### src/rtl/draw_pkg.sv
// rtl/draw_pkg.sv - shared constants and types for the rectangle renderer
package draw_pkg;

    localparam int DEF_SPIXEL_X_WIDTH = 6;
    localparam int DEF_SPIXEL_Y_WIDTH = 6;
    localparam int DEF_SPIXEL_X_MAX   = 63;
    localparam int DEF_SPIXEL_Y_MAX   = 47;
    localparam int DEF_SCALE          = 10;
    localparam int DEF_PIXEL_X_WIDTH  = 10;
    localparam int DEF_PIXEL_Y_WIDTH  = 9;
    localparam int DEF_H_RES          = 640;
    localparam int DEF_VGA_ADDR_WIDTH = 19;
    localparam int DEF_COLOR_ID_WIDTH = 8;
    localparam int DEF_BORDER         = 1;

    localparam logic MODE_FILL    = 1'b0;
    localparam logic MODE_OUTLINE = 1'b1;

    typedef enum logic [1:0] {
        ST_IDLE,
        ST_SETUP,
        ST_DRAW,
        ST_DONE
    } state_t;

endpackage

### src/rtl/draw_rect_engine_if.sv
// rtl/draw_rect_engine_if.sv - command handshake and frame-buffer write port bundle
interface draw_rect_engine_if
    import draw_pkg::*;
#(
    parameter int SPIXEL_X_WIDTH = DEF_SPIXEL_X_WIDTH,
    parameter int SPIXEL_Y_WIDTH = DEF_SPIXEL_Y_WIDTH,
    parameter int VGA_ADDR_WIDTH = DEF_VGA_ADDR_WIDTH,
    parameter int COLOR_ID_WIDTH = DEF_COLOR_ID_WIDTH
);
    logic [SPIXEL_X_WIDTH-1:0] x0;
    logic [SPIXEL_Y_WIDTH-1:0] y0;
    logic [SPIXEL_X_WIDTH-1:0] x1;
    logic [SPIXEL_Y_WIDTH-1:0] y1;
    logic [COLOR_ID_WIDTH-1:0] icolor;
    logic                      imode;
    logic                      ivalid;
    logic                      iready;
    logic                      owr_ready;
    logic [VGA_ADDR_WIDTH-1:0] oaddr;
    logic [COLOR_ID_WIDTH-1:0] odata;
    logic                      owren;
    logic                      obusy;
    logic                      odone;

    modport master (
        output x0, y0, x1, y1, icolor, imode, ivalid, owr_ready,
        input  iready, oaddr, odata, owren, obusy, odone
    );

    modport slave (
        input  x0, y0, x1, y1, icolor, imode, ivalid, owr_ready,
        output iready, oaddr, odata, owren, obusy, odone
    );
endinterface

### src/rtl/rect_scan_gen.sv
// rtl/rect_scan_gen.sv - raster x/y stepper over a pixel rectangle, with outline interior skip
module rect_scan_gen
    import draw_pkg::*;
#(
    parameter int PIXEL_X_WIDTH = DEF_PIXEL_X_WIDTH,
    parameter int PIXEL_Y_WIDTH = DEF_PIXEL_Y_WIDTH,
    parameter int BORDER        = DEF_BORDER
) (
    input  logic                     clk,
    input  logic                     rst,
    input  logic [PIXEL_X_WIDTH-1:0] tlx,
    input  logic [PIXEL_X_WIDTH-1:0] brx,
    input  logic [PIXEL_Y_WIDTH-1:0] tly,
    input  logic [PIXEL_Y_WIDTH-1:0] bry,
    input  logic                     mode,
    input  logic                     load,
    input  logic                     step,
    output logic [PIXEL_X_WIDTH-1:0] x,
    output logic [PIXEL_Y_WIDTH-1:0] y,
    output logic                     last
);
    logic border_row;
    logic wide;
    logic jump;

    // Skip only when a real interior exists; narrow shapes degrade to a plain fill.
    always_comb begin
        border_row = (32'(y) < 32'(tly) + 32'(BORDER)) ||
                     (32'(y) + 32'(BORDER) > 32'(bry));
        wide       = (32'(brx) - 32'(tlx) + 32'd1) > 32'(2 * BORDER);
        jump       = (mode == MODE_OUTLINE) && !border_row && wide &&
                     (32'(x) == 32'(tlx) + 32'(BORDER) - 32'd1);
        last       = (x == brx) && (y == bry);
    end

    always_ff @(posedge clk) begin
        if (rst) begin
            x <= '0;
            y <= '0;
        end else if (load) begin
            x <= tlx;
            y <= tly;
        end else if (step && !last) begin
            if (x == brx) begin
                x <= tlx;
                y <= y + PIXEL_Y_WIDTH'(1);
            end else if (jump) begin
                x <= brx - PIXEL_X_WIDTH'(BORDER) + PIXEL_X_WIDTH'(1);
            end else begin
                x <= x + PIXEL_X_WIDTH'(1);
            end
        end
    end
endmodule

### src/rtl/draw_rect_engine.sv
// rtl/draw_rect_engine.sv - superpixel rectangle fill/outline renderer feeding the VGA RAM write port
module draw_rect_engine
    import draw_pkg::*;
#(
    parameter int SPIXEL_X_WIDTH = DEF_SPIXEL_X_WIDTH,
    parameter int SPIXEL_Y_WIDTH = DEF_SPIXEL_Y_WIDTH,
    parameter int SPIXEL_X_MAX   = DEF_SPIXEL_X_MAX,
    parameter int SPIXEL_Y_MAX   = DEF_SPIXEL_Y_MAX,
    parameter int SCALE          = DEF_SCALE,
    parameter int PIXEL_X_WIDTH  = DEF_PIXEL_X_WIDTH,
    parameter int PIXEL_Y_WIDTH  = DEF_PIXEL_Y_WIDTH,
    parameter int H_RES          = DEF_H_RES,
    parameter int VGA_ADDR_WIDTH = DEF_VGA_ADDR_WIDTH,
    parameter int COLOR_ID_WIDTH = DEF_COLOR_ID_WIDTH,
    parameter int BORDER         = DEF_BORDER
) (
    input  logic               clk,
    input  logic               rst,
    draw_rect_engine_if.slave  bus
);
    localparam logic [SPIXEL_X_WIDTH-1:0] X_LIM = SPIXEL_X_WIDTH'(SPIXEL_X_MAX);
    localparam logic [SPIXEL_Y_WIDTH-1:0] Y_LIM = SPIXEL_Y_WIDTH'(SPIXEL_Y_MAX);

    state_t state, state_next;

    logic [SPIXEL_X_WIDTH-1:0] x0_r, x1_r, xa, xb, xmin, xmax;
    logic [SPIXEL_Y_WIDTH-1:0] y0_r, y1_r, ya, yb, ymin, ymax;
    logic [COLOR_ID_WIDTH-1:0] color_r;
    logic                      mode_r;

    logic [PIXEL_X_WIDTH-1:0]  tlx, brx, scan_x;
    logic [PIXEL_Y_WIDTH-1:0]  tly, bry, scan_y;
    logic                      scan_last;
    logic                      accept;
    logic                      step;

    assign accept = bus.ivalid && bus.iready;
    assign step   = bus.owren && bus.owr_ready;

    always_ff @(posedge clk) begin
        if (rst) begin
            x0_r    <= '0;
            y0_r    <= '0;
            x1_r    <= '0;
            y1_r    <= '0;
            color_r <= '0;
            mode_r  <= MODE_FILL;
        end else if (accept) begin
            x0_r    <= bus.x0;
            y0_r    <= bus.y0;
            x1_r    <= bus.x1;
            y1_r    <= bus.y1;
            color_r <= bus.icolor;
            mode_r  <= bus.imode;
        end
    end

    // Bounds are derived from the held command, so they stay stable through DRAW.
    always_comb begin
        xa   = (x0_r > X_LIM) ? X_LIM : x0_r;
        xb   = (x1_r > X_LIM) ? X_LIM : x1_r;
        ya   = (y0_r > Y_LIM) ? Y_LIM : y0_r;
        yb   = (y1_r > Y_LIM) ? Y_LIM : y1_r;
        xmin = (xa < xb) ? xa : xb;
        xmax = (xa < xb) ? xb : xa;
        ymin = (ya < yb) ? ya : yb;
        ymax = (ya < yb) ? yb : ya;
    end

    assign tlx = PIXEL_X_WIDTH'(32'(xmin) * 32'(SCALE));
    assign brx = PIXEL_X_WIDTH'((32'(xmax) + 32'd1) * 32'(SCALE) - 32'd1);
    assign tly = PIXEL_Y_WIDTH'(32'(ymin) * 32'(SCALE));
    assign bry = PIXEL_Y_WIDTH'((32'(ymax) + 32'd1) * 32'(SCALE) - 32'd1);

    rect_scan_gen #(
        .PIXEL_X_WIDTH (PIXEL_X_WIDTH),
        .PIXEL_Y_WIDTH (PIXEL_Y_WIDTH),
        .BORDER        (BORDER)
    ) u_scan (
        .clk  (clk),
        .rst  (rst),
        .tlx  (tlx),
        .brx  (brx),
        .tly  (tly),
        .bry  (bry),
        .mode (mode_r),
        .load (state == ST_SETUP),
        .step (step),
        .x    (scan_x),
        .y    (scan_y),
        .last (scan_last)
    );

    always_ff @(posedge clk) begin
        if (rst) begin
            state <= ST_IDLE;
        end else begin
            state <= state_next;
        end
    end

    always_comb begin
        state_next = state;
        case (state)
            ST_IDLE:  if (accept) state_next = ST_SETUP;
            ST_SETUP: state_next = ST_DRAW;
            ST_DRAW:  if (step && scan_last) state_next = ST_DONE;
            ST_DONE:  state_next = ST_IDLE;
            default:  state_next = ST_IDLE;
        endcase
    end

    // The scan counter only moves on an accepted write, so the port holds while stalled.
    assign bus.iready = (state == ST_IDLE) && !rst;
    assign bus.obusy  = (state != ST_IDLE);
    assign bus.owren  = (state == ST_DRAW);
    assign bus.odone  = (state == ST_DONE);
    assign bus.odata  = color_r;
    assign bus.oaddr  = VGA_ADDR_WIDTH'(32'(scan_y) * 32'(H_RES) + 32'(scan_x));
endmodule

### src/flat_wrapper.sv
// flat-port wrapper written by rule: the top's interface ports become plain ports
module draw_rect_engine_flat import draw_pkg::*;
#(
    parameter int SPIXEL_X_WIDTH = DEF_SPIXEL_X_WIDTH,
    parameter int SPIXEL_Y_WIDTH = DEF_SPIXEL_Y_WIDTH,
    parameter int SPIXEL_X_MAX   = DEF_SPIXEL_X_MAX,
    parameter int SPIXEL_Y_MAX   = DEF_SPIXEL_Y_MAX,
    parameter int SCALE          = DEF_SCALE,
    parameter int PIXEL_X_WIDTH  = DEF_PIXEL_X_WIDTH,
    parameter int PIXEL_Y_WIDTH  = DEF_PIXEL_Y_WIDTH,
    parameter int H_RES          = DEF_H_RES,
    parameter int VGA_ADDR_WIDTH = DEF_VGA_ADDR_WIDTH,
    parameter int COLOR_ID_WIDTH = DEF_COLOR_ID_WIDTH,
    parameter int BORDER         = DEF_BORDER
)
  (clk, rst, bus_x0, bus_y0, bus_x1, bus_y1, bus_icolor, bus_imode, bus_ivalid, bus_owr_ready, bus_iready, bus_oaddr, bus_odata, bus_owren, bus_obusy, bus_odone);
  draw_rect_engine_if #(.SPIXEL_X_WIDTH(SPIXEL_X_WIDTH), .SPIXEL_Y_WIDTH(SPIXEL_Y_WIDTH), .VGA_ADDR_WIDTH(VGA_ADDR_WIDTH), .COLOR_ID_WIDTH(COLOR_ID_WIDTH)) bus_i ();
  input  logic clk;
  input  logic rst;
  input wire logic [$bits(bus_i.x0)-1:0] bus_x0;
  input wire logic [$bits(bus_i.y0)-1:0] bus_y0;
  input wire logic [$bits(bus_i.x1)-1:0] bus_x1;
  input wire logic [$bits(bus_i.y1)-1:0] bus_y1;
  input wire logic [$bits(bus_i.icolor)-1:0] bus_icolor;
  input wire logic [$bits(bus_i.imode)-1:0] bus_imode;
  input wire logic [$bits(bus_i.ivalid)-1:0] bus_ivalid;
  input wire logic [$bits(bus_i.owr_ready)-1:0] bus_owr_ready;
  output wire logic [$bits(bus_i.iready)-1:0] bus_iready;
  output wire logic [$bits(bus_i.oaddr)-1:0] bus_oaddr;
  output wire logic [$bits(bus_i.odata)-1:0] bus_odata;
  output wire logic [$bits(bus_i.owren)-1:0] bus_owren;
  output wire logic [$bits(bus_i.obusy)-1:0] bus_obusy;
  output wire logic [$bits(bus_i.odone)-1:0] bus_odone;
  assign bus_i.x0 = bus_x0;
  assign bus_i.y0 = bus_y0;
  assign bus_i.x1 = bus_x1;
  assign bus_i.y1 = bus_y1;
  assign bus_i.icolor = bus_icolor;
  assign bus_i.imode = bus_imode;
  assign bus_i.ivalid = bus_ivalid;
  assign bus_i.owr_ready = bus_owr_ready;
  assign bus_iready = bus_i.iready;
  assign bus_oaddr = bus_i.oaddr;
  assign bus_odata = bus_i.odata;
  assign bus_owren = bus_i.owren;
  assign bus_obusy = bus_i.obusy;
  assign bus_odone = bus_i.odone;
  draw_rect_engine #(.SPIXEL_X_WIDTH(SPIXEL_X_WIDTH), .SPIXEL_Y_WIDTH(SPIXEL_Y_WIDTH), .SPIXEL_X_MAX(SPIXEL_X_MAX), .SPIXEL_Y_MAX(SPIXEL_Y_MAX), .SCALE(SCALE), .PIXEL_X_WIDTH(PIXEL_X_WIDTH), .PIXEL_Y_WIDTH(PIXEL_Y_WIDTH), .H_RES(H_RES), .VGA_ADDR_WIDTH(VGA_ADDR_WIDTH), .COLOR_ID_WIDTH(COLOR_ID_WIDTH), .BORDER(BORDER)) u_core (.clk(clk), .rst(rst), .bus(bus_i));
endmodule
### config.mk
export PLATFORM = sky130hd
export DESIGN_NAME = draw_rect_engine_flat
export DESIGN_NICKNAME = d
export VERILOG_FILES = /design/src/rtl/draw_pkg.sv /design/src/rtl/draw_rect_engine_if.sv /design/src/rtl/rect_scan_gen.sv /design/src/rtl/draw_rect_engine.sv /design/src/flat_wrapper.sv
export SDC_FILE = /design/constraint.sdc
export NUM_CORES = 1
export LEC_CHECK = 0
export CAP_MARGIN = 10
export CORE_MARGIN = 4
export CORE_UTILIZATION = 30
export CTS_BUF_LIST = sky130_fd_sc_hd__clkbuf_8
export CTS_CLUSTER_DIAMETER = 40
export DETAILED_ROUTE_END_ITERATION = 6
export GPL_ROUTABILITY_DRIVEN = 0
export GPL_TIMING_DRIVEN = 0
export HOLD_SLACK_MARGIN = 0.1
export PLACE_DENSITY = 0.45
export SETUP_SLACK_MARGIN = 0.2
export SLEW_MARGIN = 40
export SYNTH_ARGS = -nofsm -noshare
export SYNTH_HDL_FRONTEND = slang
export SYNTH_SLANG_ARGS = --single-unit
### constraint.sdc
create_clock -name clk -period 12.6 [get_ports clk]
set_input_delay 2.52 -clock clk [delete_from_list [all_inputs] [get_ports clk]]
set_output_delay 2.52 -clock clk [all_outputs]
set_load 0.02 [all_outputs]
Word-level counts from Yosys, hierarchy flattened --
Index checks and enable logic that the tools add are counted.
Storage, ports and cells: bits in registers 54, output and inout port bits 31, input port bits 37, word-level logic and storage cells 87
Cells by class: $mul 5, mux-type cells 18, add/subtract/negate cells 15, magnitude comparators 9, reductions and logical operators 21, equal/unequal tests 8
Operator list (count):
- $mux W6 | 8
- $mux W10 | 4
- $eq A10 B32 Y1 | 1
- $gt A32 B2 Y1 const B | 1
- $lt A9 B32 Y1 | 1
- $mul A32 B3 Y8 const B | 1
- $mul A32 B3 Y9 const B | 1
- $mux W9 | 3
- $gt A6 B6 Y1 const B | 4
- $add A10 B1 Y10 const B | 2
- $add A9 B1 Y10 const B | 2
- $sub A10 B1 Y10 const B | 2
- $add A19 B10 Y19 | 1
- $add A6 B1 Y7 const B | 2
- $add A11 B2 Y12 const B | 1
- $lt A6 B6 Y1 | 2
- $mul A9 B3 Y12 const B | 1
- $sub A11 B1 Y12 const B | 1
- $add A10 B1 Y11 const B | 1
- $sub A10 B10 Y11 | 1
- $eq A10 B10 Y1 | 1
- $gt A10 B9 Y1 | 1
- $add A9 B1 Y9 const B | 1
- $eq A9 B9 Y1 | 1
- 16 further kinds | 32

Longest topological paths before layout --
Gate-level depths: netlist of run 1.
word-level depth 17, mapped depth 32, depth with buffers taken out 30

Modules after synthesis --
From an unflattened synthesis of run 1, not the netlist that was laid out.
Unflattened totals: cells, all modules 874, area, all modules 6939.2 sq um
Modules (own cells, without submodules):
- draw_rect_engine | sequential area each 700.7 sq um, times used 1, area an instance 4103.9 sq um, cells each 501
- rect_scan_gen | sequential area each 380.4 sq um, times used 1, area an instance 2835.2 sq um, cells each 373

Least setup slack after synthesis of run 1 --
No wires, ideal clock.
path kind register to register, from reg u_core.y0_r[5], to reg u_core.u_scan.x[8], arrival time 6.354 ns, setup time 0.122 ns, cell stages (with the launch flop) 33, period minus slack after synthesis 6.476 ns, path slack 6.124 ns, buffers on the path 3, required time 12.478 ns, path through dfxtp_1 and2_1 nor2_1 inv_1 ha_1 a41o_1 a21oi_1 and2_1 buf_6 clkbuf_1 a21oi_1 nand2_1 o21ai_0 o21ai_0 nor2_1 ha_1 inv_1 fa_1 or4b_2 a211o_1 xor2_1 ha_1 nand2_1 nor2_1 nand2_1 a21oi_1 o31a_1 o21ai_0 nand4_1 a211o_1 and2_1 buf_2 a311o_1
Between the ends: word-level cells in the longest chain between the ends 17, elaborated cells between the ends (all ways) 26, classes of those cells add/sub (3); mul (2); order compare (4); eq/ne (1); mux (7); reduce/logical (9)
Ends and longest elaborated chain:
- start: declaration | line draw_rect_engine.sv:27 | logic [SPIXEL_Y_WIDTH-1:0] y0_r, y1_r, ya, yb, ymin, ymax;
- start signal: assignment | line draw_rect_engine.sv:50 | y0_r <= bus.y0;
- $gt A6 B6 Y1 | line draw_rect_engine.sv:62 | ya = (y0_r > Y_LIM) ? Y_LIM : y0_r;
- $mux W6 * | line draw_rect_engine.sv:62
- $lt A6 B6 Y1 | line draw_rect_engine.sv:66, draw_rect_engine.sv:67
- $mux W6 | line draw_rect_engine.sv:67 | ymax = (ya < yb) ? yb : ya;
- $add A6 B1 Y7 | line draw_rect_engine.sv:73 | assign bry = PIXEL_Y_WIDTH'((32'(ymax) + 32'd1) * 32'(SCALE) - 32'd1);
- $mul A32 B3 Y8 | line draw_rect_engine.sv:73
- $sub A9 B1 Y9 | line draw_rect_engine.sv:73
- $gt A10 B9 Y1 | line rect_scan_gen.sv:29 | (32'(y) + 32'(BORDER) > 32'(bry));
- $logic_or A1 B1 Y1 | line rect_scan_gen.sv:28 | border_row = (32'(y) < 32'(tly) + 32'(BORDER)) ||
- $logic_not A1 Y1 | line rect_scan_gen.sv:31 | jump = (mode == MODE_OUTLINE) && !border_row && wide &&
- $logic_and A1 B1 Y1 (3 in series) | line rect_scan_gen.sv:31
- $mux W10 | line rect_scan_gen.sv:47 | end else if (jump) begin
- $mux W10 | line rect_scan_gen.sv:44 | if (x == brx) begin
- $mux W10 | line rect_scan_gen.sv:43 | end else if (step && !last) begin
- $mux W10 | line rect_scan_gen.sv:40 | end else if (load) begin
- end signal: assignment | line rect_scan_gen.sv:41 | x <= tlx;
- end signal: assignment | line rect_scan_gen.sv:45 | x <= tlx;
- end signal: assignment | line rect_scan_gen.sv:48 | x <= brx - PIXEL_X_WIDTH'(BORDER) + PIXEL_X_WIDTH'(1);
- end: declaration | line rect_scan_gen.sv:18 | output logic [PIXEL_X_WIDTH-1:0] x,
Every way passes the cells marked *; elsewhere a longest branch is shown, timed or not. The select of a mux whose other input is x is not followed. A chain may end at the register's enable or synchronous reset.

Worst setup path in the final report of run 1 --
Same ends and word-level chain as after synthesis.

==> results of run 1 <==
-- tightest hold or removal path, delay by kind of cell, from the launching register on --
kind / cells / cell delay [ns]
compound gates: 1 / 0.06
flops: 1 / 0.32
simple gates: 1 / 0.05
-- routing by layer --
| metal | part of all wire | vias to the layer above | global-route usage | wire length (um) |
|---|---|---|---|---|
| li1 | - | 3177 | - | - |
| met1 | 0.48 | 2743 | 0.207 | 9250 |
| met2 | 0.48 | 83 | 0.277 | 9350 |
| met3 | 0.024 | 11 | 0.0152 | 467 |
| met4 | 0.014 | 0 | 0.0341 | 261 |
| met5 | 0 | - | 0 | 0 |
-- flip-flops by register name, summed over array words and instances (netlist names) --
signal            flops
u_core.x0_r           6
u_core.bus.odata      8
u_core.state          2
u_core.mode_r         1
u_core.y1_r           6
u_core.y0_r           6
u_core.u_scan.x      10
u_core.x1_r           6
u_core.u_scan.y       9
-- synthesized netlist by cell type (5+ instances only) --
| master | n |
|---|---|
| sky130_fd_sc_hd__xnor2_1 | 60 |
| sky130_fd_sc_hd__fa_1 | 6 |
| sky130_fd_sc_hd__ha_1 | 97 |
| sky130_fd_sc_hd__nand4_1 | 15 |
| sky130_fd_sc_hd__a21oi_1 | 43 |
| sky130_fd_sc_hd__nand2_1 | 111 |
| sky130_fd_sc_hd__a31oi_1 | 6 |
| sky130_fd_sc_hd__dfxtp_1 | 54 |
| sky130_fd_sc_hd__o21bai_1 | 6 |
| sky130_fd_sc_hd__clkbuf_1 | 31 |
| sky130_fd_sc_hd__nand3_1 | 16 |
| sky130_fd_sc_hd__nor2b_1 | 9 |
| sky130_fd_sc_hd__inv_1 | 70 |
| sky130_fd_sc_hd__o211a_1 | 5 |
| sky130_fd_sc_hd__xor2_1 | 46 |
| sky130_fd_sc_hd__a21o_1 | 18 |
| sky130_fd_sc_hd__nor4_1 | 9 |
| sky130_fd_sc_hd__mux2_2 | 6 |
| sky130_fd_sc_hd__and3_1 | 12 |
| sky130_fd_sc_hd__nor2_1 | 37 |
| sky130_fd_sc_hd__a211oi_1 | 12 |
| sky130_fd_sc_hd__o31ai_1 | 13 |
| sky130_fd_sc_hd__o211ai_1 | 8 |
| sky130_fd_sc_hd__o21ai_0 | 42 |
| sky130_fd_sc_hd__and2_1 | 5 |
| sky130_fd_sc_hd__buf_4 | 7 |
| sky130_fd_sc_hd__mux2i_1 | 8 |
| sky130_fd_sc_hd__a22oi_1 | 7 |
| sky130_fd_sc_hd__nor3_1 | 12 |
| sky130_fd_sc_hd__nand2b_1 | 5 |
-- cell type report --
| cell class | instances | area [um2] | area share |
|---|---|---|---|
| plain buffers | 48 | 230 | 0.0291 |
| inverters | 70 | 263 | 0.0332 |
| repair buffers | 67 | 671 | 0.0847 |
| clock buffers | 6 | 82.6 | 0.0104 |
| multi-input cells | 688 | 5220 | 0.659 |
| clock inverters | 2 | 16.3 | 0.00206 |
| well taps | 280 | 350 | 0.0443 |
| flip-flops and latches | 54 | 1080 | 0.137 |
| diodes | 1 | 2.50 | 0.000316 |
-- through the flow --
| step | hold WS [ns] | util | instances | cell area, um2 | setup WS (ns) |
|---|---|---|---|---|---|
| 3_3_place_gp | 0.447 | 0.354 | 1207 | 7810 | 4.77 |
| 4_1_cts | 0.467 | 0.359 | 1215 | 7910 | 4.83 |
| 3_5_place_dp | 0.452 | 0.355 | 1207 | 7810 | 4.88 |
| 6_report | 0.465 | 0.359 | 1216 | 7910 | 4.87 |
| 2_1_floorplan | 0.431 | - | 860 | 6790 | 6.12 |
| 5_1_grt | 0.490 | 0.359 | 1216 | 7910 | 4.29 |
-- worst max-delay path by stage --
stage,start,end
3_3_place_gp,u_core.y0_r[5],u_core.u_scan.x[8]
5_1_grt,u_core.y0_r[5],u_core.u_scan.x[8]
4_1_cts,u_core.y0_r[5],u_core.u_scan.x[8]
6_report,u_core.y0_r[5],u_core.u_scan.x[8]
3_5_place_dp,u_core.y0_r[5],u_core.u_scan.x[8]
2_1_floorplan,u_core.y0_r[5],u_core.u_scan.x[8]
-- layout by cell type (no fill, tap or decap), types with 7 or more instances in the layout --
cell and count:
sky130_fd_sc_hd__nor2_1 37, sky130_fd_sc_hd__nor4_1 8, sky130_fd_sc_hd__clkdlybuf4s50_1 67, sky130_fd_sc_hd__xnor2_1 60
sky130_fd_sc_hd__o21ai_0 42, sky130_fd_sc_hd__nand4_1 15, sky130_fd_sc_hd__nand3_1 16, sky130_fd_sc_hd__a211oi_1 12
sky130_fd_sc_hd__o211ai_1 8, sky130_fd_sc_hd__nor2b_1 9, sky130_fd_sc_hd__nand2_1 111, sky130_fd_sc_hd__and3_1 12
sky130_fd_sc_hd__xor2_1 46, sky130_fd_sc_hd__buf_4 7, sky130_fd_sc_hd__o31ai_1 13, sky130_fd_sc_hd__clkbuf_1 31
sky130_fd_sc_hd__nor3_1 12, sky130_fd_sc_hd__ha_1 97, sky130_fd_sc_hd__mux2i_1 8, sky130_fd_sc_hd__a21o_1 18
sky130_fd_sc_hd__a22oi_1 7, sky130_fd_sc_hd__inv_1 70, sky130_fd_sc_hd__a21oi_1 43, sky130_fd_sc_hd__dfxtp_1 54
-- cells by family after synthesis --
| logic type | after synthesis | share of synthesized area |
|---|---|---|
| multiplexers | 15 | 0.0251 |
| flip-flops | 54 | 0.159 |
| AO/OA/AOI/OAI | 203 | 0.208 |
| buffers and inverters | 118 | 0.0727 |
| AND/OR/NAND/NOR | 258 | 0.194 |
| other | 1 | 0.000553 |
| adder cells (fa/ha/maj) | 103 | 0.197 |
| XOR/XNOR | 108 | 0.144 |
==> Implementation_results.wiki, run 1 <==
{| class="wikitable"
! Metric !! Value
|-
| Result of the run || complete, no violations
|-
| Hold Crit Endpoint || u_core.bus.odata[2]
|-
| Startpoint of the lowest-slack register-to-register path || u_core.y0_r[5]
|-
| Sort of element at the start of the critical path || flop
|-
| Horiz. Die Dim || 158 um
|-
| TritonCTS clock tree || built
|-
| Total number of H-tree levels || 2
|-
| RSZ-0062 raised after global routing || no
|-
| Number of hold buffers added after CTS || 0
|-
| Critical-path cell with the highest stage delay || sky130_fd_sc_hd__fa_1
|-
| Worst rel slew slack || 0.594
|-
| Clock Path Buffers || 2
|-
| Startpoint of the worst hold path || u_core.bus.odata[2]
|-
| Netlist cell types || 80
|-
| Number of stages on the worst setup path || 31
|-
| Total number of placement rows || 54
|-
| Initial Utilization || 0.308
|-
| Class of the tightest hold or removal check || reg2reg
|-
| Avg Vias per Cell || 4.95
|-
| Clock network latency to the later pin of the worst-skew pair || 0.34 ns
|-
| Total grt overflow || 0
|-
| Worst-case clock skew || 0.0147 ns
|-
| Area of the core region || 22,000 um2
|-
| Cell type with the largest total area after synthesis || sky130_fd_sc_hd__ha_1
|-
| Fraction of post-synthesis cell area in the top cell type by area || 0.179
|-
| Flop and latch count out of synthesis || 54
|-
| Total half-perimeter wirelength after legalization and detailed placement || 16,100 um
|-
| Number of antenna violations at the first check in global routing || 1
|-
| Post-synthesis async set-or-reset flop share || 0
|-
| Share of final-layout standard cells stronger than drive strength 1 || 0.0578
|-
| Critical path fanouts, max || 8
|-
| Combined buffer and inverter count along the critical path || 3
|-
| Crit path arrival time || 7.96 ns
|-
| # Max-Cap Violations || 0
|-
| Mean cell area of the mapped netlist || 7.89 um2
|-
| Quantity of gates resized following cts || 0
|-
| Post-synth net total || 1,000
|-
| Post-Synthesis Cells || 860
|-
| Overall die height || 158 um
|-
| Path depth of the worst reg2reg path || 31
|-
| Total Neg Setup Slack || 0 ns
|-
| Most area-consuming cells after synthesis || sky130_fd_sc_hd__ha_1, sky130_fd_sc_hd__dfxtp_1, sky130_fd_sc_hd__xnor2_1
|-
| Warnings from Yosys || 0
|-
| Residual antenna-violating net count after detailed routing || 0
|-
| Total DRC errors in the routed layout || 0
|-
| Clock Sinks || 54
|-
| Final critical-path share of the clock period || 0.613
|-
| Iteration-0 DRC Markers || 285
|-
| Family with the most delay on the worst path || compound AO/OA/AOI/OAI gates
|-
| Number of pins with negative max-slew slack in the final report || 0
|-
| Endpoint required time on the critical path || 12.84 ns
|-
| Post-layout minimum cycle time || 7.73 ns
|-
| Total setup buffers inserted after CTS || 0
|-
| Synth-to-Final Area Change || 16.6%
|-
| Worst Setup End Kind || flop
|-
| CP peak stage delay || 0.61 ns
|-
| Overall track demand over capacity in global routing || 0.157
|-
| Final setup violating endpoints || 0
|-
| Sequential cell area fraction in the yosys report || 0.159
|-
| Global-route wire length before repair || 31,600 um
|-
| Total detailed-routing wirelength || 19,300 um
|-
| Number of enable-type register cells in the synthesized netlist || 0
|-
| Classification of the worst setup path || reg2reg
|-
| Cell area after technology mapping || 6790 um2
|-
| Final hold violation count || 0
|-
| Post-layout net count || 1,074
|-
| Reg-to-reg slack, setup || 4.87 ns
|-
| Largest net degree at the start of global routing || 18
|-
| Average routed wire per standard cell || 15.9 um
|-
| Vias in the first global route || 5,912
|-
| CTS buffer count || 5
|-
| Input/output buffers || 67
|-
| Via Count || 6,014
|-
| Number of filler cells placed in the layout || 2,350
|-
| Clock slew seen by the registers of the worst setup and hold paths || 0.12 ns
|-
| Die Footprint || 25,100 um2
|-
| Total iterations of the first detailed-routing run || 5
|-
| Synth Flop Type || sky130_fd_sc_hd__dfxtp_1
|-
| Maximum achievable frequency || 129 MHz
|-
| Master cell of the clock root buffer || sky130_fd_sc_hd__clkbuf_8
|-
| Number of cells on the worst hold path || 2
|-
| Reg-to-reg critical path endpoint || u_core.u_scan.x[8]
|-
| Worst Max-Slew Pin Slew || 0.605 ns
|-
| Top-Level Pins || 68
|}
Power of run 1 is not shown: default switching activity piles up to over one toggle a cycle in this logic, so the estimate is an artifact.
==> run 2, diff against run 1 <==
--- a/config.mk
+++ b/config.mk
@@ -14,7 +14,7 @@
 export GPL_ROUTABILITY_DRIVEN = 0
 export GPL_TIMING_DRIVEN = 0
 export HOLD_SLACK_MARGIN = 0.1
-export PLACE_DENSITY = 0.45
+export PLACE_DENSITY = 0.47
 export SETUP_SLACK_MARGIN = 0.2
 export SLEW_MARGIN = 40
 export SYNTH_ARGS = -nofsm -noshare
==> constraint.sdc (replaced) <==
create_clock -name clk -period 6.7 [get_ports clk]
set_input_delay 1.34 -clock clk [delete_from_list [all_inputs] [get_ports clk]]
set_output_delay 1.34 -clock clk [all_outputs]
set_load 0.02 [all_outputs]
==> run 2 against run 1 <==
Against the previous run:
- maximum frequency up 19%
- via count is 8.6% higher
- largest cell class unchanged
- setup slack worse by 4.6 ns
- first-iteration DRC count shrank 2.5%
==> Implementation_results.wiki, run 2 (synthesis results as in run 1) <==
{| class="wikitable"
! Metric !! Value
|-
| Total DRC errors in the routed layout || 0 (unchanged)
|-
| Number of standard cells in the final layout excluding fillers || 1,297 (was 1,216)
|-
| Maximum achievable frequency || 154 MHz (was 129 MHz)
|-
| Overall die height || 158 um (unchanged)
|-
| Share of final-layout standard cells stronger than drive strength 1 || 0.228 (was 0.0578)
|-
| Number of antenna violations at the first check in global routing || 0 (was 1)
|-
| Total detailed-routing wirelength || 21,000 um (was 19,300 um)
|-
| Number of pins with negative max-slew slack in the final report || 0 (unchanged)
|-
| Horiz. Die Dim || 158 um (unchanged)
|-
| Largest register FFs || 10 (unchanged)
|-
| Synth-to-Final Area Change || 34.8% (was 16.6%)
|-
| Crit path arrival time || 6.71 ns (was 7.96 ns)
|-
| Number of hold buffers added after CTS || 0 (unchanged)
|-
| Path depth of the worst reg2reg path || 29 (was 31)
|-
| Result of the run || complete, no violations (unchanged)
|-
| Startpoint of the lowest-slack register-to-register path || u_core.y0_r[5] (unchanged)
|-
| Area of the core region || 22,000 um2 (unchanged)
|-
| Vias in the first global route || 6,604 (was 5,912)
|-
| Worst Setup End Kind || flop (unchanged)
|-
| Overall track demand over capacity in global routing || 0.167 (was 0.157)
|-
| Final critical-path share of the clock period || 0.966 (was 0.613)
|-
| Total number of H-tree levels || 2 (unchanged)
|-
| Most Frequent Cell on Critical Path || sky130_fd_sc_hd__and2_4
|-
| # Max-Cap Violations || 0 (unchanged)
|-
| Number of cells on the worst hold path || 2 (unchanged)
|-
| RSZ-0062 raised after global routing || yes (was no)
|-
| Iteration-0 DRC Markers || 278 (was 285)
|-
| Input/output buffers || 67 (unchanged)
|-
| Critical-path cell with the highest stage delay || sky130_fd_sc_hd__fa_1 (unchanged)
|-
| Final setup violating endpoints || 0 (unchanged)
|-
| Total iterations of the first detailed-routing run || 5 (unchanged)
|-
| Post-layout minimum cycle time || 6.47 ns (was 7.73 ns)
|-
| Most common cell after layout, fill and taps aside || sky130_fd_sc_hd__nand2_1 (unchanged)
|-
| Endpoint required time on the critical path || 6.94 ns (was 12.84 ns)
|-
| Worst-case clock skew || 0.0177 ns (was 0.0147 ns)
|-
| Clock network latency to the later pin of the worst-skew pair || 0.34 ns (about the same)
|-
| Reg-to-reg critical path endpoint || u_core.u_scan.x[8] (unchanged)
|-
| Clock Sinks || 54 (unchanged)
|-
| Number of antenna repair diodes || 0 (was 1)
|-
| Worst rel slew slack || 0.475 (was 0.594)
|-
| Number of filler cells placed in the layout || 2,249 (was 2,350)
|-
| Clock Path Buffers || 2 (unchanged)
|-
| CTS buffer count || 5 (unchanged)
|-
| Class of the tightest hold or removal check || reg2reg (unchanged)
|-
| Post-layout net count || 1,156 (was 1,074)
|-
| Final core utilization || 0.415 (was 0.359)
|-
| Final hold violation count || 0 (unchanged)
|-
| Total number of placement rows || 54 (unchanged)
|-
| TritonCTS clock tree || built (unchanged)
|-
| Top-Level Pins || 68 (unchanged)
|-
| Sort of element at the start of the critical path || flop (unchanged)
|-
| Total half-perimeter wirelength after legalization and detailed placement || 16,000 um (was 16,100 um)
|-
| Master cell of the clock root buffer || sky130_fd_sc_hd__clkbuf_8 (unchanged)
|-
| Total grt overflow || 0 (unchanged)
|-
| CP peak stage delay || 0.56 ns (was 0.61 ns)
|-
| Clock slew seen by the registers of the worst setup and hold paths || 0.12 ns (about the same)
|-
| Residual antenna-violating net count after detailed routing || 0 (unchanged)
|-
| Placed cells || 1,207 (unchanged)
|-
| Hold Crit Endpoint || u_core.bus.odata[2] (unchanged)
|-
| Global-route wire length before repair || 33,900 um (was 31,600 um)
|-
| Via Count || 6,530 (was 6,014)
|-
| Classification of the worst setup path || reg2reg (unchanged)
|-
| Die Footprint || 25,100 um2 (unchanged)
|-
| Critical path fanouts, max || 7 (was 8)
|-
| Reg-to-reg slack, setup || 0.23 ns (was 4.87 ns)
|-
| Register name with the most flops || u_core.u_scan.x (unchanged)
|-
| Largest net degree at the start of global routing || 18 (unchanged)
|-
| Average routed wire per standard cell || 16.2 um (was 15.9 um)
|-
| Avg Vias per Cell || 5.03 (was 4.95)
|-
| Startpoint of the worst hold path || u_core.bus.odata[2] (unchanged)
|-
| Initial Utilization || 0.308 (unchanged)
|-
| Worst Max-Slew Pin Slew || 0.781 ns (was 0.605 ns)
|-
| Most frequent cells in the layout || sky130_fd_sc_hd__nand2_1, sky130_fd_sc_hd__buf_4, sky130_fd_sc_hd__ha_1 (was sky130_fd_sc_hd__nand2_1, sky130_fd_sc_hd__ha_1, sky130_fd_sc_hd__inv_1)
|}
[run 2: worst max path at each step]
| stage | start | end | cells after the start |
|---|---|---|---|
| floorplan | u_core.y0_r[5] | u_core.u_scan.x[8] | 32 |
| global placement | u_core.y0_r[5] | u_core.u_scan.x[8] | 31 |
| detailed placement | u_core.y0_r[5] | u_core.u_scan.x[8] | 31 |
| CTS | u_core.y0_r[5] | u_core.u_scan.x[8] | 29 |
| global route | u_core.x1_r[1] | u_core.u_scan.x[8] | 30 |
| finish | u_core.y0_r[5] | u_core.u_scan.x[8] | 29 |
[run 2: through the flow]
step | setup slack [ns] | hold WS, ns | cell area (um2) | setup TNS [ns]
6_report | 0.227 | 0.467 | 9150 | 0
5_1_grt | -0.0787 | 0.488 | 9150 | -0.135
4_1_cts | 0.146 | 0.468 | 8700 | 0
3_5_place_dp | -1.06 | 0.451 | 7810 | -9.53
3_3_place_gp | -1.07 | 0.449 | 7810 | -9.44
2_1_floorplan | 0.224 | 0.431 | 6790 | 0
[run 2: cell type report]
type / instances / area (um2) / share of cell area
multi-input combinational: 688 / 5760 / 0.629
timing repair buffer: 149 / 1290 / 0.141
sequential: 54 / 1110 / 0.121
tap: 280 / 350 / 0.0383
buffer: 48 / 279 / 0.0305
inverter: 70 / 263 / 0.0287
clock buffer: 6 / 82.6 / 0.00903
clock inverter: 2 / 17.5 / 0.00191
[run 2: worst max-delay path, delay by kind of cell, from the launching register on]
| family | cells | cell delay, ns |
|---|---|---|
| adder cells (fa/ha/maj) | 4 | 1.42 |
| XOR/XNOR | 2 | 0.24 |
| AND/OR/NAND/NOR | 8 | 1.43 |
| buffers and inverters | 7 | 0.79 |
| AO/OA/AOI/OAI | 8 | 2.13 |
| flip-flops | 1 | 0.37 |
[run 2: metal layers]
layer	GRT usage	part of all wire
met2	0.303	0.51
met4	0.0426	0.019
met5	0	0
met1	0.212	0.45
met3	0.0158	0.023
[run 2: repair_timing]
action,in CTS,in global routing
pin swaps,40,36
gates cloned,0,0
gates resized for setup,78,71
setup endpoints to repair,20,18
setup buffers,64,18
Power of run 2 is left out for the same reason.
==> run 3, diff against run 2 <==
--- a/config.mk
+++ b/config.mk
@@ -8,13 +8,13 @@
 export CAP_MARGIN = 10
 export CORE_MARGIN = 4
 export CORE_UTILIZATION = 30
-export CTS_BUF_LIST = sky130_fd_sc_hd__clkbuf_8
+export CTS_BUF_LIST = sky130_fd_sc_hd__clkbuf_4 sky130_fd_sc_hd__clkbuf_8
 export CTS_CLUSTER_DIAMETER = 40
 export DETAILED_ROUTE_END_ITERATION = 6
 export GPL_ROUTABILITY_DRIVEN = 0
 export GPL_TIMING_DRIVEN = 0
 export HOLD_SLACK_MARGIN = 0.1
-export PLACE_DENSITY = 0.47
+export PLACE_DENSITY = 0.51
 export SETUP_SLACK_MARGIN = 0.2
 export SLEW_MARGIN = 40
 export SYNTH_ARGS = -nofsm -noshare
==> run 3 against run 2 <==
Against the previous run:
- critical path type unchanged
- highest routed layer unchanged
- count of clock-buffer cells in the layout decreased by 1
- register-to-register slack got worse by 0.13 ns
- sequential cell count unchanged
- cell area decreased by 0.85%
- die area unchanged
- largest cell class unchanged
- sequential share of layout area increased by 0.12 points
==> Implementation_results.wiki, run 3 (synthesis results as in run 1) <==
{| class="wikitable"
! Metric !! Value
|-
| Result of the run || complete, no violations (unchanged)
|-
| Overall track demand over capacity in global routing || 0.161 (was 0.167)
|-
| Area of the core region || 22,000 um2 (unchanged)
|-
| Residual antenna-violating net count after detailed routing || 0 (unchanged)
|-
| Placed cells || 1,207 (unchanged)
|-
| Total iterations of the first detailed-routing run || 4 (was 5)
|-
| Sort of element at the start of the critical path || flop (unchanged)
|-
| Critical path fanouts, max || 10 (was 7)
|-
| Average routed wire per standard cell || 16.1 um (was 16.2 um)
|-
| Endpoint required time on the critical path || 6.93 ns (was 6.94 ns)
|-
| CTS buffer count || 5 (unchanged)
|-
| Horiz. Die Dim || 158 um (unchanged)
|-
| Total Neg Setup Slack || 0 ns (unchanged)
|-
| Setup ws final || 0.0997 ns (was 0.227 ns)
|-
| Total number of H-tree levels || 2 (unchanged)
|-
| Final core utilization || 0.412 (was 0.415)
|-
| TritonCTS clock tree || built (unchanged)
|-
| Total detailed-routing wirelength || 20,700 um (was 21,000 um)
|-
| Number of standard cells in the final layout excluding fillers || 1,287 (was 1,297)
|-
| Post-layout net count || 1,146 (was 1,156)
|-
| Critical path launch point || u_core.y0_r[5] (unchanged)
|-
| Iteration-0 DRC Markers || 358 (was 278)
|-
| Via Count || 6,492 (was 6,530)
|-
| Most frequent cells in the layout || sky130_fd_sc_hd__nand2_1, sky130_fd_sc_hd__ha_1, sky130_fd_sc_hd__buf_4 (was sky130_fd_sc_hd__nand2_1, sky130_fd_sc_hd__buf_4, sky130_fd_sc_hd__ha_1)
|-
| Clock Path Buffers || 2 (unchanged)
|-
| Number of antenna repair diodes || 0 (unchanged)
|-
| Number of filler cells placed in the layout || 2,257 (was 2,249)
|-
| CP Capture Point || u_core.u_scan.x[8] (unchanged)
|-
| Crit path arrival time || 6.83 ns (was 6.71 ns)
|-
| Number of hold buffers added after CTS || 0 (unchanged)
|-
| Largest register FFs || 10 (unchanged)
|-
| Total number of placement rows || 54 (unchanged)
|-
| Total half-perimeter wirelength after legalization and detailed placement || 15,600 um (was 16,000 um)
|-
| Top-Level Pins || 68 (unchanged)
|-
| Die Footprint || 25,100 um2 (unchanged)
|-
| Maximum achievable frequency || 152 MHz (was 154 MHz)
|-
| Global-route wire length before repair || 32,900 um (was 33,900 um)
|-
| Total DRC errors in the routed layout || 0 (unchanged)
|-
| Startpoint of the lowest-slack register-to-register path || u_core.y0_r[5] (unchanged)
|-
| Reg-to-reg slack, setup || 0.1 ns (was 0.23 ns)
|-
| RSZ-0062 raised after global routing || yes (unchanged)
|-
| Clock network latency to the later pin of the worst-skew pair || 0.35 ns (was 0.34 ns)
|-
| Area taken by flip-flops and latches || 1110 um2 (about the same)
|-
| Classification of the worst setup path || reg2reg (unchanged)
|-
| Register name with the most flops || u_core.u_scan.x (unchanged)
|-
| Share of final-layout standard cells stronger than drive strength 1 || 0.218 (was 0.228)
|-
| # Max-Cap Violations || 0 (unchanged)
|-
| Number of pins with negative max-slew slack in the final report || 0 (unchanged)
|-
| Reg-to-reg critical path endpoint || u_core.u_scan.x[8] (unchanged)
|-
| Most Frequent Cell on Critical Path || sky130_fd_sc_hd__buf_4 (was sky130_fd_sc_hd__and2_4)
|-
| CP peak stage delay || 0.56 ns (about the same)
|-
| Largest net degree at the start of global routing || 19 (was 18)
|-
| Worst-case clock skew || 0.0178 ns (was 0.0177 ns)
|-
| Avg Vias per Cell || 5.04 (was 5.03)
|-
| Initial Utilization || 0.308 (unchanged)
|-
| Master cell of the clock root buffer || sky130_fd_sc_hd__clkbuf_8 (unchanged)
|-
| Most common cell after layout, fill and taps aside || sky130_fd_sc_hd__nand2_1 (unchanged)
|-
| Critical-path cell with the highest stage delay || sky130_fd_sc_hd__fa_1 (unchanged)
|-
| Class of the tightest hold or removal check || reg2reg (unchanged)
|-
| Post-layout minimum cycle time || 6.60 ns (was 6.47 ns)
|-
| Total grt overflow || 0 (unchanged)
|-
| Input/output buffers || 67 (unchanged)
|-
| Final hold violation count || 0 (unchanged)
|-
| Final critical-path share of the clock period || 0.985 (was 0.966)
|-
| Vias in the first global route || 6,480 (was 6,604)
|-
| Final setup violating endpoints || 0 (unchanged)
|-
| Worst rel slew slack || 0.439 (was 0.475)
|-
| Overall die height || 158 um (unchanged)
|-
| Worst Setup End Kind || flop (unchanged)
|-
| Path depth of the worst reg2reg path || 30 (was 29)
|-
| Worst Max-Slew Pin Slew || 0.834 ns (was 0.781 ns)
|-
| Clock Sinks || 54 (unchanged)
|-
| Pre-CTS setup slack || -0.937 ns (was -1.06 ns)
|-
| Number of antenna violations at the first check in global routing || 0 (unchanged)
|-
| Area of the multi-input gates || 5740 um2 (was 5760 um2)
|-
| Clock slew seen by the registers of the worst setup and hold paths || 0.11 ns (was 0.12 ns)
|-
| Synth-to-Final Area Change || 33.7% (was 34.8%)
|}
run 3: cell types whose count changed in the layout (fill, tap and decap cells not counted), sizes merged:
cell      before  now
inv           70   71
clkinv         2    0
clkinvlp       0    1
buf           99   88
bufinv         0    1
run 3: routing by layer:
metal,GRT usage,vias to the layer above,share of wire
met4,0.0309,0,0.013
met3,0.0155,21,0.024
li1,-,3323,-
met2,0.297,85,0.51
met5,0,-,0
met1,0.205,3063,0.45
run 3: worst max-delay path: cells and delay by family, from the launching register on:
family | cells | cell delay, ns
buffers and inverters | 7 | 0.88
flip-flops | 1 | 0.36
XOR/XNOR | 2 | 0.36
adder cells (fa/ha/maj) | 4 | 1.41
AO/OA/AOI/OAI | 9 | 2.03
AND/OR/NAND/NOR | 8 | 1.44
run 3: area by class of cell:
class,count,area share
inverters,70,0.0292
well taps,280,0.0386
multi-input cells,688,0.633
clock inverters,3,0.00538
repair buffers,139,0.134
clock buffers,5,0.00759
plain buffers,48,0.0302
flip-flops and latches,54,0.122
run 3: how the worst min path moves through the flow:
stage	depth (start not counted)	slack [ns]	end	from
after global routing	2	0.49	u_core.bus.odata[1]	u_core.bus.odata[1]
after detailed placement	2	0.45	u_core.bus.odata[1]	u_core.bus.odata[1]
after global placement	2	0.44	u_core.bus.odata[1]	u_core.bus.odata[1]
after floorplan	2	0.43	u_core.mode_r	u_core.mode_r
after CTS	2	0.47	u_core.bus.odata[1]	u_core.bus.odata[1]
final	2	0.47	u_core.bus.odata[2]	u_core.bus.odata[2]
run 3: timing repair:
| action | CTS | global route |
|---|---|---|
| setup buffers | 59 | 13 |
| endpoints found under the setup margin | 18 | 17 |
| pin swaps | 39 | 34 |
| gates resized for setup | 90 | 55 |
run 3: through the flow:
stage / hold slack (ns) / cell area, um2
finish: 0.465 / 9070
global route: 0.494 / 9070
CTS: 0.468 / 8750
detailed placement: 0.450 / 7810
global placement: 0.444 / 7810
floorplan: 0.431 / 6790
Power of run 3 is left out for the same reason.
